<file path="src/rtl/datamem_arbiter.sv">
// Two-port arbiter in front of the single-port CPU data memory.
// Port A has fixed priority; a starvation counter periodically forces a grant to port B.
module datamem_arbiter #(
    parameter int unsigned ADDR_BITS = 7,
    parameter int unsigned MAX_WAIT  = 4
) (
    input  logic        clk,
    input  logic        reset,
    input  logic        a_req,
    input  logic        a_we,
    input  logic [31:0] a_addr,
    input  logic [31:0] a_data,
    output logic        a_gnt,
    output logic        a_valid,
    output logic [31:0] a_q,
    output logic        a_err,
    input  logic        b_req,
    input  logic        b_we,
    input  logic [31:0] b_addr,
    input  logic [31:0] b_data,
    output logic        b_gnt,
    output logic        b_valid,
    output logic [31:0] b_q,
    output logic        b_err,
    output logic [31:0] mem_addr,
    output logic        mem_we,
    output logic [31:0] mem_data,
    input  logic [31:0] mem_q,
    output logic [1:0]  owner
);

    // MAX_WAIT=0 would give a zero-width counter; keep one bit, it simply stays 0.
    localparam int unsigned CW = (MAX_WAIT > 0) ? $clog2(MAX_WAIT + 1) : 1;

    logic [CW-1:0] wait_cnt;
    logic          starve;
    logic          a_oor;
    logic          b_oor;

    assign a_oor  = |a_addr[31:ADDR_BITS];
    assign b_oor  = |b_addr[31:ADDR_BITS];
    assign starve = b_req && (wait_cnt == CW'(MAX_WAIT));

    always_comb begin
        a_gnt    = 1'b0;
        b_gnt    = 1'b0;
        mem_addr = '0;
        mem_we   = 1'b0;
        mem_data = '0;
        if (!reset) begin
            a_gnt = a_req && !starve;
            b_gnt = b_req && !a_gnt;
        end
        if (a_gnt) begin
            mem_addr = a_addr;
            mem_we   = a_we && !a_oor;
            mem_data = a_data;
        end else if (b_gnt) begin
            mem_addr = b_addr;
            mem_we   = b_we && !b_oor;
            mem_data = b_data;
        end
    end

    always_ff @(posedge clk or posedge reset) begin
        if (reset) begin
            a_valid  <= 1'b0;
            a_q      <= '0;
            a_err    <= 1'b0;
            b_valid  <= 1'b0;
            b_q      <= '0;
            b_err    <= 1'b0;
            wait_cnt <= '0;
            owner    <= '0;
        end else begin
            a_valid <= a_gnt;
            b_valid <= b_gnt;
            owner   <= {b_gnt, a_gnt};
            if (a_gnt) begin
                a_q   <= a_oor ? '0 : mem_q;
                a_err <= a_oor;
            end
            if (b_gnt) begin
                b_q   <= b_oor ? '0 : mem_q;
                b_err <= b_oor;
            end
            if (b_gnt || !b_req) begin
                wait_cnt <= '0;
            end else if (a_gnt && (wait_cnt != CW'(MAX_WAIT))) begin
                wait_cnt <= wait_cnt + 1'b1;
            end
        end
    end

endmodule

</file>
<file path="config.mk">
export PLATFORM = sky130hd
export DESIGN_NAME = datamem_arbiter
export DESIGN_NICKNAME = d
export VERILOG_FILES = /design/src/rtl/datamem_arbiter.sv
export SDC_FILE = /design/constraint.sdc
export NUM_CORES = 1
export LEC_CHECK = 0
export CAP_MARGIN = 10
export CELL_PAD_IN_SITES_DETAIL_PLACEMENT = 1
export CELL_PAD_IN_SITES_GLOBAL_PLACEMENT = 1
export CORE_MARGIN = 2
export CORE_UTILIZATION = 22
export DETAILED_ROUTE_END_ITERATION = 10
export PLACE_DENSITY_LB_ADDON = 0.25
export SLEW_MARGIN = 20
export SYNTH_ARGS = -nofsm -noshare
export SYNTH_HDL_FRONTEND = slang
export SYNTH_SLANG_ARGS = --single-unit
</file>
<file path="constraint.sdc">
create_clock -name clk -period 2.85 [get_ports clk]
set_input_delay 0.4275 -clock clk [delete_from_list [all_inputs] [get_ports clk]]
set_output_delay 0.4275 -clock clk [all_outputs]
set_load 0.05 [all_outputs]
</file>
== Word-level counts from Yosys, hierarchy flattened ==
Cells that the tools add are included.

* $add $sub $neg: 1
* Eq/ne operators: 2
* Multiplexer cells: 12
* Reductions and logical operators: 15

{| class="wikitable"
|+ Operators by type and width
! cell !! count
|-
| 2-to-1 mux 32 bit || 6
|-
| OR reduction 25 bit || 2
|-
| logical AND 1 bit || 6
|-
| 2-to-1 mux 3 bit || 2
|-
| zero test 1 bit || 5
|-
| 2-to-1 mux 1 bit || 4
|-
| adder 3 x 1 -> 3 bit (second input constant) || 1
|-
| equality test 3 bit (second input constant) || 1
|-
| inequality test 3 bit (second input constant) || 1
|-
| nonzero test 2 bit || 1
|-
| logical OR 1 bit || 1
|}

* Bits in registers: 73
* Bits of input ports: 166
* Output and inout port bits: 137
* Logic and storage cells: 38

== Logic depth before layout (Yosys ltp) ==
* Depth in word-level cells: 9
* Gate-level depth with buffers: 9
* Gate-level depth less buffers: 7

== Least setup slack after synthesis ==
No wires, ideal clock.

* Kind: register to output
* Start: reg wait_cnt[0]
* End: out mem_addr[10]
* Arrival time: 1860 ps
* Required time: 2423 ps
* Setup slack: 563 ps
* Cell stages (with the launch flop): 9
* Path buffers: 2
* Cell sequence: dfrtp_1 -> inv_1 -> ha_1 -> nand2_1 -> a211o_1 -> buf_2 -> clkinv_4 -> buf_4 -> a22o_1

* Cells in the longest elaborated chain, start to end: 9
* Elaborated cells on any way between the ends: 10
* Classes of those cells: eq/ne (1); mux (4); reduce/logical (5)

{| class="wikitable"
|+ Ends and longest elaborated chain
! what !! RTL line !! text
|-
| from (decl) || 35 || <nowiki>logic [CW-1:0] wait_cnt;</nowiki>
|-
| from (signal assigned) || 90 || <nowiki>wait_cnt <= wait_cnt + 1'b1;</nowiki>
|-
| equality test 3 bit || 42 || <nowiki>assign starve = b_req && (wait_cnt == CW'(MAX_WAIT));</nowiki>
|-
| logical AND 1 bit || 42 ||
|-
| zero test 1 bit || 51 || <nowiki>a_gnt = a_req && !starve;</nowiki>
|-
| logical AND 1 bit || 51 ||
|-
| zero test 1 bit || 52 || <nowiki>b_gnt = b_req && !a_gnt;</nowiki>
|-
| logical AND 1 bit || 52 ||
|-
| 2-to-1 mux 1 bit || 50 || <nowiki>if (!reset) begin</nowiki>
|-
| net b_gnt || 21 || <nowiki>output logic b_gnt,</nowiki>
|-
| 2-to-1 mux 32 bit || 58 || <nowiki>end else if (b_gnt) begin</nowiki>
|-
| 2-to-1 mux 32 bit || 54 || <nowiki>if (a_gnt) begin</nowiki>
|-
| to (decl) || 25 || <nowiki>output logic [31:0] mem_addr,</nowiki>
|}

The timed path passes the listed nets, and every way through them passes these cells.

== Worst setup path after layout ==
* Start: reg wait_cnt[0]
* End: out mem_data[21]

* Cells in the longest elaborated chain, start to end: 9
* Elaborated cells on any way between the ends: 10
* Classes of those cells: eq/ne (1); mux (4); reduce/logical (5)

{| class="wikitable"
|+ Ends and longest elaborated chain
! what !! RTL line !! text
|-
| equality test 3 bit (*) || 42 ||
|-
| logical AND 1 bit (*) || 42 ||
|-
| zero test 1 bit (*) || 51 ||
|-
| logical AND 1 bit (*) || 51 ||
|-
| zero test 1 bit || 52 ||
|-
| logical AND 1 bit || 52 ||
|-
| 2-to-1 mux 1 bit || 50 ||
|-
| 2-to-1 mux 32 bit || 58 ||
|-
| 2-to-1 mux 32 bit (*) || 54 ||
|-
| to (decl) || 27 || <nowiki>output logic [31:0] mem_data,</nowiki>
|}

Every way passes the cells marked *; elsewhere a longest branch is shown, timed or not.

==> impl_metrics.yaml <==
run_status:
  status: "finished, final reports clean"
cts:
  insertion_delay_ns: 0.33
  cts_tree: "yes"
  root_buffer: "clkbuf_16"
  clock-sinks: 71
  numCtsBuffers: 9
  htree_levels: 3
  cts_hold_buf: 0
  clk_path_buf_depth: 2
  post_cts_buffers: 0
  cts.clk_slew.worst_paths_ns: 0.06
  ctsResizeCount: 0
sta:
  worstMarginPinSlew_ns: 0.5803
  fmax_ghz: 0.3716
  finalSetupTns_ns: 0
  rsz0062_at_grt: "false"
  fin_worst_skew_ns: 0.006009
  hold_viol: 0
  maxSlewHeadroom_pct: 61.31
  fin_ws_ns: 0.1589
  setup_violations: 0
  slew_violations: 0
  period_share_pct: 94.42
  hold_slack_ns: 0.4831
  fin_crit_ns: 2.691
setup_path:
  crit_fanout: 34
  cpPeakStageDelay_ns: 0.40
  crit-reg2reg-capture: "b_q[3]"
  critPathLaunchType: "flip-flop"
  path_buf_inv: 4
  cp-startpoint: "wait_cnt[0]"
  r2r_start: "wait_cnt[0]"
  critPathArrivalTime_ns: 2.26
  r2r_setup_slack_ns: 0.72
  worstRegToRegCells: 9
  required_ns: 2.42
  slowest_stage: "dfrtp_1"
  cp.depth: 8
  critical_path_class: "reg2out"
  critPathCapture: "mem_data[21]"
  cp-end-kind: "primary output"
  worstPathCellList: "inv_1, ha_1, nand2_1, a211o_1, clkinv_4, buf_12, a22o_1, buf_4"
  path_delay_family: "buffers and inverters"
place:
  dp_cells: 909
  place_hpwl_um: 15190
  io_buffers: 302
  place.gp.congestion: 0.8914
  place_ws_ns: 0.1629
logic_synthesis:
  yosys.area_share.adder_pct: 0.6745
  yosys_warnings: 0
  synth-seq-cells: 71
  syn_inst: 409
  synth_xor_area_share_pct: 0
  ys_seq_area_share_pct: 47.89
  synth_fp_nets: 577
  synth_area_mm2: 0.003710
  syn_avg_cell_area_um2: 9.070
  synth_top_family_by_area: "compound AO/OA/AOI/OAI gates"
  synth_compound_area_share_pct: 25.43
  synthMuxAreaShare_pct: 0.6071
  synth-simple-area-share_pct: 18.15
  synthDistinctLibCells: 30
die:
  io_pins: 303
  core_area_mm2: 0.01652
  start_util_pct: 22.45
  die_w_um: 133.9
  placementRows: 47
  die_height_um: 133.9
  die_area_mm2: 0.01792
global_route:
  first_global_vias: 4724
  grt_max_degree: 45
  antenna_found_initial: 1
  grt_usage_pct: 20.42
  grt_pass1_wl_um: 27770
  gr-total-overflow: 0
power:
  powerDensity_mw_per_mm2: 400.6
  power.leakage_nw: 2.925
  vdd_drop_max_uv: 237.0
route:
  wl_per_cell_um: 20.19
  routed_wirelength_um: 18690
  avgViaCountPerCell: 4.668
  ant_nets: 0
  drt_iter0_drc: 136
  firstDrtPassIters: 4
  vias: 4323
  drc: 0
cells_and_area:
  fill_cells: 1903
  final_net_count: 868
  stdcell_count: 926
  syn_to_final_growth_pct: 89.31
  drive_gt1_share_pct: 15.46
min_path:
  hold_path.class: "reg2reg"
flow_run:
  drv_cap: 0
[per-layer routing]
layer / part of all wire [%] / GRT usage [%]
met2: 52 / 37.35
met1: 36 / 21.57
met3: 7.7 / 6.274
met4: 3.8 / 8.924
met5: 0 / 0
[worst min path at each step]
stage,from,endpoint,depth (start not counted)
5_1_grt,a_q[2],a_q[2],2
2_1_floorplan,wait_cnt[0],wait_cnt[0],2
4_1_cts,a_q[24],a_q[24],2
3_3_place_gp,a_q[17],a_q[17],2
6_report,b_q[16],b_q[16],2
3_5_place_dp,a_q[24],a_q[24],2
[placed cells by master, fill, tap and decap left out, types with 5 or more instances in the layout]
| cell | netlist | layout |
|---|---|---|
| o21ai_0 | 5 | 5 |
| nor4_1 | 9 | 9 |
| o21ai_1 | 56 | 56 |
| clkdlybuf4s50_1 | 0 | 235 |
| clkbuf_16 | 0 | 9 |
| a22o_1 | 64 | 64 |
| buf_4 | 8 | 78 |
| o21ai_2 | 5 | 5 |
| nand2_1 | 135 | 135 |
| dfrtp_1 | 71 | 71 |
[final cells by class]
| cell class | count | area, µm² | share of cell area, % |
|---|---|---|---|
| timing repair buffer | 316 | 2998 | 42.69 |
| sequential | 71 | 1777 | 25.30 |
| multi-input combinational | 296 | 1664 | 23.70 |
| tap | 220 | 275.3 | 3.919 |
| clock buffer | 13 | 260.3 | 3.706 |
| inverter | 6 | 28.78 | 0.4098 |
| clock inverter | 3 | 17.52 | 0.2494 |
| antenna | 1 | 2.502 | 0.03563 |
[through the flow]
stage / power, mW / util [%] / cell area (µm²)
after floorplan: 1.386 / - / 3710
after global placement: 1.784 / 40.80 / 6743
after detailed placement: 1.794 / 40.80 / 6743
after CTS: 2.854 / 42.49 / 7020
after global routing: 2.927 / 42.50 / 7023
final: 2.813 / 42.50 / 7023
[cells in the mapped netlist, drive strengths merged]
| cell type | number | area (µm²) |
|---|---|---|
| a211o | 1 | 8.760 |
| a21oi | 1 | 5.000 |
| a22o | 64 | 560.5 |
| a22oi | 1 | 7.510 |
| and2 | 1 | 6.260 |
| and4 | 2 | 17.52 |
| buf | 29 | 215.2 |
| clkbuf | 7 | 26.28 |
| clkinv | 1 | 8.760 |
| dfrtp | 71 | 1777 |
| ha | 2 | 25.02 |
| inv | 5 | 18.76 |
| mux2 | 2 | 22.52 |
| nand2 | 135 | 506.7 |
| nand3 | 1 | 5.000 |
| nand4 | 2 | 33.78 |
| nor2 | 3 | 11.26 |
| nor2b | 1 | 6.260 |
| nor3 | 2 | 10.01 |
| nor3b | 1 | 7.510 |
| nor4 | 10 | 68.81 |
| o21ai | 66 | 349.1 |
| o22ai | 1 | 12.51 |
[sequential cells by signal, indices dropped and copies added (netlist names)]
name / count
wait_cnt: 3
owner: 1
b_valid: 1
a_q: 32
b_q: 32
b_err: 1
a_err: 1
[cell families (layout without fill, tap and decap cells)]
logic type / after synthesis / count (layout)
AOI/OAI and AO/OA: 134 / 134
adders and majority gates: 2 / 2
buffers and inverters: 42 / 338
DFF: 71 / 71
muxes: 2 / 2
other: 0 / 1
and+or+nand+nor: 158 / 158
[tightest hold or removal path, stage by stage, from the launching register on]
cell and delay (ns):
dfrtp_1 0.34, nand2_1 0.05, o21ai_1 0.06
[where the power goes]
group | internal, mW | switching [mW] | leakage (nW) | total (mW)
Sequential | 1.01 | 0.00179 | 0.980 | 1.01
Clock | 0.634 | 0.409 | 0.136 | 1.04
Combinational | 0.340 | 0.417 | 1.81 | 0.757
No activity file was read; power rests on OpenSTA's default activity.
